## src/rtl/arf132b192e1r1w0cbbehcaa4acw_wr_arb.sv

```systemverilog
// Round-robin write-port arbiter and read-forwarding control for a 1R1W array.
// Ports: clk, rst (sync, active-low), req_valid/req_addr/req_data/req_ready
//   (per-requester handshake), wr_stall, wr_en/wr_addr/wr_data/wr_err
//   (registered array write), rd_en/rd_addr, fwd_hit/fwd_data.
module arf132b192e1r1w0cbbehcaa4acw_wr_arb #(
  parameter int NREQ   = 4,
  parameter int DEPTH  = 132,
  parameter int AWIDTH = 8,
  parameter int DWIDTH = 192
) (
  input  logic                     clk,
  input  logic                     rst,
  input  logic [NREQ-1:0]          req_valid,
  input  logic [NREQ*AWIDTH-1:0]   req_addr,
  input  logic [NREQ*DWIDTH-1:0]   req_data,
  output logic [NREQ-1:0]          req_ready,
  input  logic                     wr_stall,
  output logic                     wr_en,
  output logic [AWIDTH-1:0]        wr_addr,
  output logic [DWIDTH-1:0]        wr_data,
  output logic                     wr_err,
  input  logic                     rd_en,
  input  logic [AWIDTH-1:0]        rd_addr,
  output logic                     fwd_hit,
  output logic [DWIDTH-1:0]        fwd_data
);

  localparam int PW = (NREQ > 1) ? $clog2(NREQ) : 1;
  localparam logic [AWIDTH:0] DEPTH_W = (AWIDTH+1)'(DEPTH);

  logic [PW-1:0]     ptr_q, ptr_d;
  logic              wr_en_q, wr_en_d;
  logic [AWIDTH-1:0] wr_addr_q, wr_addr_d;
  logic [DWIDTH-1:0] wr_data_q, wr_data_d;
  logic              wr_err_q, wr_err_d;
  logic              fwd_hit_q, fwd_hit_d;
  logic [DWIDTH-1:0] fwd_data_q, fwd_data_d;

  logic              hi_vld, lo_vld, gnt_vld;
  logic [PW-1:0]     hi_idx, lo_idx, gnt_idx;
  logic [AWIDTH-1:0] sel_addr;
  logic [DWIDTH-1:0] sel_data;
  logic              in_rng;
  logic              hit;

  // Round-robin search split in two passes: requesters at or above the
  // pointer win over those below it, giving the wrap-around order.
  always_comb begin
    hi_vld = 1'b0;
    lo_vld = 1'b0;
    hi_idx = '0;
    lo_idx = '0;
    for (int i = 0; i < NREQ; i++) begin
      if (req_valid[i] && (PW'(i) >= ptr_q) && !hi_vld) begin
        hi_vld = 1'b1;
        hi_idx = PW'(i);
      end
      if (req_valid[i] && (PW'(i) < ptr_q) && !lo_vld) begin
        lo_vld = 1'b1;
        lo_idx = PW'(i);
      end
    end
    gnt_idx = hi_vld ? hi_idx : lo_idx;
    gnt_vld = (hi_vld || lo_vld) && rst && !wr_stall;
  end

  always_comb begin
    req_ready = '0;
    sel_addr  = '0;
    sel_data  = '0;
    for (int i = 0; i < NREQ; i++) begin
      if (gnt_idx == PW'(i)) begin
        req_ready[i] = gnt_vld;
        sel_addr     = req_addr[i*AWIDTH +: AWIDTH];
        sel_data     = req_data[i*DWIDTH +: DWIDTH];
      end
    end
  end

  // Full-width compare; one extra bit keeps DEPTH == 2**AWIDTH correct.
  assign in_rng = ({1'b0, sel_addr} < DEPTH_W);

  // The array misses the write it performs in the same cycle as a read.
  assign hit = rd_en && wr_en_q && (rd_addr == wr_addr_q);

  always_comb begin
    ptr_d      = ptr_q;
    wr_en_d    = 1'b0;
    wr_err_d   = 1'b0;
    wr_addr_d  = wr_addr_q;
    wr_data_d  = wr_data_q;
    fwd_hit_d  = hit;
    fwd_data_d = fwd_data_q;
    if (gnt_vld) begin
      ptr_d = (gnt_idx == PW'(NREQ-1)) ? '0 : gnt_idx + PW'(1);
      if (in_rng) begin
        wr_en_d   = 1'b1;
        wr_addr_d = sel_addr;
        wr_data_d = sel_data;
      end else begin
        wr_err_d = 1'b1;
      end
    end
    if (hit) begin
      fwd_data_d = wr_data_q;
    end
  end

  always_ff @(posedge clk) begin
    if (!rst) begin
      ptr_q      <= '0;
      wr_en_q    <= 1'b0;
      wr_addr_q  <= '0;
      wr_data_q  <= '0;
      wr_err_q   <= 1'b0;
      fwd_hit_q  <= 1'b0;
      fwd_data_q <= '0;
    end else begin
      ptr_q      <= ptr_d;
      wr_en_q    <= wr_en_d;
      wr_addr_q  <= wr_addr_d;
      wr_data_q  <= wr_data_d;
      wr_err_q   <= wr_err_d;
      fwd_hit_q  <= fwd_hit_d;
      fwd_data_q <= fwd_data_d;
    end
  end

  assign wr_en    = wr_en_q;
  assign wr_addr  = wr_addr_q;
  assign wr_data  = wr_data_q;
  assign wr_err   = wr_err_q;
  assign fwd_hit  = fwd_hit_q;
  assign fwd_data = fwd_data_q;

endmodule

```

## config.mk

```make
export PLATFORM = sky130hd
export DESIGN_NAME = arf132b192e1r1w0cbbehcaa4acw_wr_arb
export DESIGN_NICKNAME = d
export VERILOG_FILES = /design/src/rtl/arf132b192e1r1w0cbbehcaa4acw_wr_arb.sv
export SDC_FILE = /design/constraint.sdc
export NUM_CORES = 1
export LEC_CHECK = 0
export CAP_MARGIN = 30
export CELL_PAD_IN_SITES_DETAIL_PLACEMENT = 1
export CELL_PAD_IN_SITES_GLOBAL_PLACEMENT = 2
export CORE_AREA = 2 2 471 473
export CTS_CLUSTER_SIZE = 40
export DETAILED_ROUTE_END_ITERATION = 12
export DIE_AREA = 0 0 473 475
export PLACE_DENSITY = 0.41
export RECOVER_POWER = 100
export SYNTH_ARGS = -nofsm -noshare
export SYNTH_HDL_FRONTEND = slang
export SYNTH_SLANG_ARGS = --single-unit
export TNS_END_PERCENT = 10
```

## constraint.sdc

```tcl
create_clock -name clk -period 8.8 [get_ports clk]
set_input_delay 0.88 -clock clk [delete_from_list [all_inputs] [get_ports clk]]
set_output_delay 0.88 -clock clk [all_outputs]
set_load 0.05 [all_outputs]
```

==> impl_metrics.py, run 1 <==
metrics = {
    "status": {
        "status": "finished with violations",
        "violations": "max-capacitance violations, max-slew violations",
    },
    "routing": {
        "ant_nets": 0,
        "drt_iter0_drc": 960,
        "vias_per_cell": 3.646,
        "wl_per_cell_um": 29.33,
        "drt-total-wl_um": 190900,
        "num_vias": 23720,
        "drc": 0,
        "dr.pass1.iters": 5,
    },
    "yosys": {
        "mappedNetlistArea_um2": 20030,
        "yosysTopAreaCell": "dfxtp_1",
        "synth_top_cells_by_count": "nand2_1, dfxtp_1, clkbuf_1",
        "synthArstFlopShare_pct": 0,
        "synth_seq_area_share_pct": 39.67,
        "synthSimpleGateAreaFrac_pct": 22.80,
        "synth.net_count": 3292,
        "synth_compound_area_share_pct": 21.76,
        "synthAdderAreaFrac_pct": 0.2498,
        "synth_most_common_cell": "nand2_1",
        "synthMuxAreaShare_pct": 9.806,
        "synth_cell_types": 45,
        "yosys.area.top_type_share_pct": 39.67,
        "syn_avg_cell_area_um2": 8.104,
        "ys_ff_latch": 397,
        "synth-xor-area-share_pct": 0.3498,
        "synth_top_family_by_area": "simple AND/OR/NAND/NOR gates",
        "synth_area_leaders": "dfxtp_1, nand2_1, mux2i_1, a221oi_1, a21boi_0",
        "synth_edf_count": 0,
        "synth-main-ff-cell": "dfxtp_1",
        "yosysWarnings": 0,
        "synthCells": 2472,
    },
    "clock_network": {
        "cts_hold_buf": 0,
        "cts.sink_count": 397,
        "cts_tree": "yes",
        "clk_pin_slew_ns": 0.06,
        "cts_buffers": 61,
        "cts_setup_buffers": 0,
        "clk_path_buf_depth": 3,
        "htree_levels": 2,
        "cts_resized": 0,
        "cts_root_buf": "clkbuf_16",
        "clock_latency_ns": 0.72,
    },
    "cells_and_area": {
        "final_cell_area_um2": 37310,
        "regArea_um2": 7948,
        "drive_gt1_share_pct": 3.838,
        "nNetsFinal": 4372,
        "multi_input_area_um2": 11060,
        "fillers": 25640,
        "area_growth_pct": 86.27,
        "finalNonFillerCells": 6507,
    },
    "global_routing": {
        "track_usage_pct": 16.20,
        "grt_pass1_wl_um": 244900,
        "grt_pass1_vias": 25060,
        "grt-ovfl-total": 0,
        "grt_max_degree": 157,
        "antenna_found_initial": 141,
    },
    "timing": {
        "fin_crit_sh_pct": 76.27,
        "rsz0062_at_grt": "no",
        "timing.fmax_mhz": 149.0,
        "period_needed_ns": 6.712,
        "final_max_slew_viol_count": 345,
        "finalSetupTns_ns": 0,
        "max_slew_margin_pct": -135.7,
        "worst_clock_skew_ns": 0.03180,
        "setup_violations": 0,
        "worst_pin_slew_ns": 3.536,
        "holdWs_ns": 0.4462,
        "hold_viol_final": 0,
    },
    "floorplan": {
        "initial_core_util_pct": 9.144,
        "dieHeight_um": 475,
        "io-pin-count": 1215,
        "die-area_um2": 224700,
        "fp-row-count": 172,
        "coreArea_um2": 219100,
        "die_w_um": 473,
    },
    "placed_design": {
        "dp.cells": 6360,
        "place_hpwl_um": 153300,
        "numPortBuffers": 1214,
        "place_area_um2": 35280,
        "gp_congestion": 0.7888,
    },
    "setup_path": {
        "rr_worst_depth": 10,
        "crit_arrival_ns": 5.83,
        "startpoint_type": "input port",
        "r2r_end": "wr_data[23]",
        "crit_path_end_kind": "output pin",
        "r2r-start": "ptr_q[1]",
        "cp_max_fo": 52,
        "r2r_setup_slack_ns": 2.72,
        "path_class": "in2out",
        "cp_data_required_time_ns": 7.92,
    },
    "hold_path": {
        "worstHoldPathCells": 2,
        "whs_endpoint": "fwd_data[179]",
        "hold_start": "fwd_data[179]",
        "min_path_type": "reg2reg",
    },
    "pwr": {
        "p_per_area_nw_per_um2": 208.1,
        "p_leak_nw": 13.29,
        "vdd_drop_max_mv": 0.1499,
        "total_power_mw": 7.766,
    },
    "run": {
        "drv_cap": 7,
    },
}
[cell families after synthesis]
logic type,after synthesis
flops,397
mux,196
buf+inv,250
simple gates,1004
fa+ha+maj,4
compound gates,613
xor+xnor,8
[critical path, cell delays in order]
cell,delay [ns]
dlygate4sd3_1,0.61
a21o_1,0.18
a21oi_1,0.15
o22a_1,0.48
ha_1,1.96
inv_1,0.34
nor2_1,0.19
dlygate4sd3_1,1.00
[layout by cell type, fill, tap and decap left out, types with 3 or more instances in the layout]
master	Yosys	layout
a21boi_0	174	191
a21oi_1	198	198
a221o_1	4	4
a221oi_1	199	199
and2_1	5	5
buf_12	0	8
buf_4	9	29
bufinv_16	0	4
clkbuf_1	209	18
clkbuf_16	0	61
clkbuf_8	0	15
clkdlybuf4s50_1	0	813
clkinv_2	0	5
clkinvlp_4	0	4
dfxtp_1	397	397
diode_2	0	40
dlygate4sd3_1	0	400
ha_1	4	3
inv_1	9	9
mux2i_1	194	194
nand2_1	583	583
nand2b_1	3	3
nor2_1	7	7
nor2b_1	196	195
nor3_1	196	196
o21ai_0	2	3
o22ai_1	5	5
xor2_1	7	7
[power breakdown]
part | switching [mW] | internal (mW)
registers | 0.225 | 1.99
logic | 1.91 | 1.08
clock network | 1.06 | 1.50
total | 3.20 | 4.57
[per-layer routing]
layer  wire length [µm]  up-vias  global-route usage [%]
li1                   -    10960                       -
met1              73970    11300                   17.97
met2              87410     1049                   26.28
met3              22560      301                   8.490
met4               6245      106                   5.732
met5                668        -                       0
[sequential cells by signal, indices dropped and copies added (netlist names)]
register  flops
fwd_data    192
wr_data     192
wr_addr       8
ptr_q         2
fwd_hit       1
wr_en         1
wr_err        1
[area by class of cell]
| class | instances | share of cell area (%) |
|---|---|---|
| diodes | 40 | 0.2682 |
| clock buffers | 90 | 4.785 |
| clock inverters | 17 | 0.5633 |
| inverters | 9 | 0.09053 |
| multi-input cells | 1825 | 29.63 |
| flip-flops and latches | 397 | 21.30 |
| well taps | 2871 | 9.627 |
| repair buffers | 1258 | 33.73 |
[through the flow]
step                      util, %  worst slack [ns]
final                       17.03             2.088
after global routing        17.01             1.732
after CTS                   17.01             3.494
after detailed placement    16.10             2.969
after global placement      16.06             3.044
after floorplan                 -             5.003
[worst max path at each step]
stage | slack [ns] | start | cells after the start | endpoint
finish | 2.09 | req_valid[1] | 8 | req_ready[3]
global route | 1.73 | req_valid[1] | 9 | req_ready[3]
CTS | 3.49 | req_valid[1] | 9 | req_ready[3]
detailed placement | 2.97 | req_valid[1] | 12 | wr_data[172]
global placement | 3.04 | req_valid[1] | 12 | wr_addr[5]
floorplan | 5.00 | req_valid[2] | 9 | req_ready[1]
Note: power is estimated with default switching activity, not from simulation.
==> inputs of run 2 (changes only) <==
Settings changed: CORE_AREA 2 2 471 473 to 2 2 468 470, DIE_AREA 0 0 473 475 to 0 0 470 472.
Clock period 8.8 ns to 6.2 ns, I/O delays scaled along.
==> impl_metrics.py, run 2 (synthesis gave the netlist of run 1 again) <==
metrics = {
    "timing": {
        "setup_slack_ns": 1.335,
        "setup_violations": 0,
        "worst_pin_slew_ns": 3.155,
        "fin_crit_sh_pct": 78.47,
        "holdWs_ns": 0.4514,
        "final_max_slew_viol_count": 182,
        "finalSetupTns_ns": 0,
        "hold_viol_final": 0,
        "max_slew_margin_pct": -110.3,
        "rsz0062_at_grt": "no",
        "worst_clock_skew_ns": 0.01832,
        "timing.fmax_mhz": 205.5,
        "period_needed_ns": 4.865,
    },
    "global_routing": {
        "busiest_layer": "met2",
        "grt-ovfl-total": 0,
        "grt_pass1_wl_um": 247900,
        "groute.layer.met2.usage_pct": 27.52,
        "antenna_found_initial": 134,
        "met1_usage_pct": 19.24,
        "grt_pass1_vias": 25000,
        "track_usage_pct": 16.57,
        "grt_use_met3_pct": 7.877,
        "grt_max_degree": 120,
    },
    "setup_path": {
        "startpoint_type": "input port",
        "r2r_end": "wr_data[28]",
        "cp_max_fo": 45,
        "r2r_setup_slack_ns": 1.53,
        "crit_family": "compound AO/OA/AOI/OAI gates",
        "slowest_delay_ns": 1.04,
        "cp_data_required_time_ns": 6.78,
        "crit_slowest_cell": "o31ai_1",
        "crit_arrival_ns": 5.45,
        "crit_cells": 13,
        "rr_worst_depth": 12,
        "crit_chain": "dlygate4sd3_1 -> nand2b_1 -> a21oi_1 -> a211o_1 -> inv_1 -> ha_4 -> or2_0 -> a221oi_1 -> o22ai_1 -> o31ai_1 -> buf_4 -> buf_12 -> mux2i_1",
        "crit_path_end_kind": "flop",
        "path_class": "in2reg",
        "r2r-start": "ptr_q[0]",
        "path_buf_inv": 4,
    },
    "pwr": {
        "total_power_mw": 11.40,
        "p_leak_nw": 13.53,
        "p_per_area_nw_per_um2": 301.7,
        "vdd_drop_max_mv": 0.1761,
    },
    "clock_network": {
        "clk_pin_slew_ns": 0.05,
        "cts_resized": 0,
        "cts_setup_buffers": 0,
        "cts_tree": "yes",
        "cts_buffers": 66,
        "htree_levels": 3,
        "clk_path_buf_depth": 3,
        "cts.sink_count": 397,
        "clock_latency_ns": 0.67,
        "cts_root_buf": "clkbuf_16",
        "cts_hold_buf": 0,
    },
    "floorplan": {
        "coreArea_um2": 216500,
        "initial_core_util_pct": 9.252,
        "dieHeight_um": 472,
        "fp-row-count": 171,
        "die_w_um": 470,
        "io-pin-count": 1215,
        "die-area_um2": 221800,
    },
    "routing": {
        "num_vias": 23740,
        "dr.pass1.iters": 5,
        "drt_iter0_drc": 933,
        "vias_per_cell": 3.655,
        "drc": 0,
        "ant_nets": 0,
        "drt-total-wl_um": 190500,
        "wl_per_cell_um": 29.34,
    },
    "cells_and_area": {
        "drive_gt1_share_pct": 4.612,
        "final_common_cell": "clkdlybuf4s50_1",
        "nNetsFinal": 4395,
        "final_util_pct": 17.44,
        "finalNonFillerCells": 6494,
        "final_cell_area_um2": 37770,
        "area_growth_pct": 88.52,
        "fillers": 25350,
        "multi_input_area_um2": 11070,
        "regArea_um2": 7948,
        "final_cell_mix": "clkdlybuf4s50_1, nand2_1, dlygate4sd3_1",
    },
    "placed_design": {
        "place_hpwl_um": 153000,
        "numPortBuffers": 1214,
        "dp.cells": 6359,
        "dp_slack_ns": 1.167,
        "gp_congestion": 0.7789,
        "place_area_um2": 35510,
    },
    "run": {
        "drv_cap": 3,
    },
    "status": {
        "status": "finished with violations",
        "violations": "max-capacitance violations, max-slew violations",
    },
    "hold_path": {
        "min_path_type": "in2reg",
        "worstHoldPathCells": 2,
        "whs_endpoint": "fwd_data[167]",
        "hold_start": "rst",
    },
}
[run 2: changes by cell type in the layout (fill, tap and decap cells not counted), sizes merged]
cell / delta
clkbuf: +4
diode: -21
bufinv: +1
buf: +16
clkdlybuf4s50: +1
dlygate4sd3: -1
clkinvlp: -1
clkinv: +5
[run 2: final cells by class]
type                            count  share of cell area, %
Sequential cell                   397                  21.04
Multi-Input combinational cell   1825                  29.32
Tap cell                         2854                  9.455
Clock buffer                       92                  5.092
Clock inverter                     22                 0.7819
Inverter                            9                0.08945
Timing Repair Buffer             1276                  34.09
Antenna cell                       19                 0.1259
[run 2: worst max-delay path by stage]
stage / startpoint / to / slack [ns]
floorplan: req_valid[2] / req_ready[1] / 2.92
global placement: req_valid[2] / wr_data[31] / 1.18
detailed placement: req_valid[2] / wr_data[54] / 1.17
CTS: ptr_q[0] / req_ready[1] / 1.60
global route: req_valid[1] / wr_data[54] / 0.82
finish: req_valid[1] / wr_data[28] / 1.33
[run 2: layer usage]
layer / routed length [µm] / vias to the layer above
met4: 3300 / 100
met1: 77640 / 11360
met3: 20130 / 258
li1: - / 10980
met2: 88800 / 1042
met5: 643 / -
[run 2: report_power, final]
part	internal, mW	switching (mW)	total (mW)
registers	2.82	0.310	3.13
logic	1.54	2.75	4.29
clock network	2.38	1.60	3.97
total	6.74	4.66	11.4
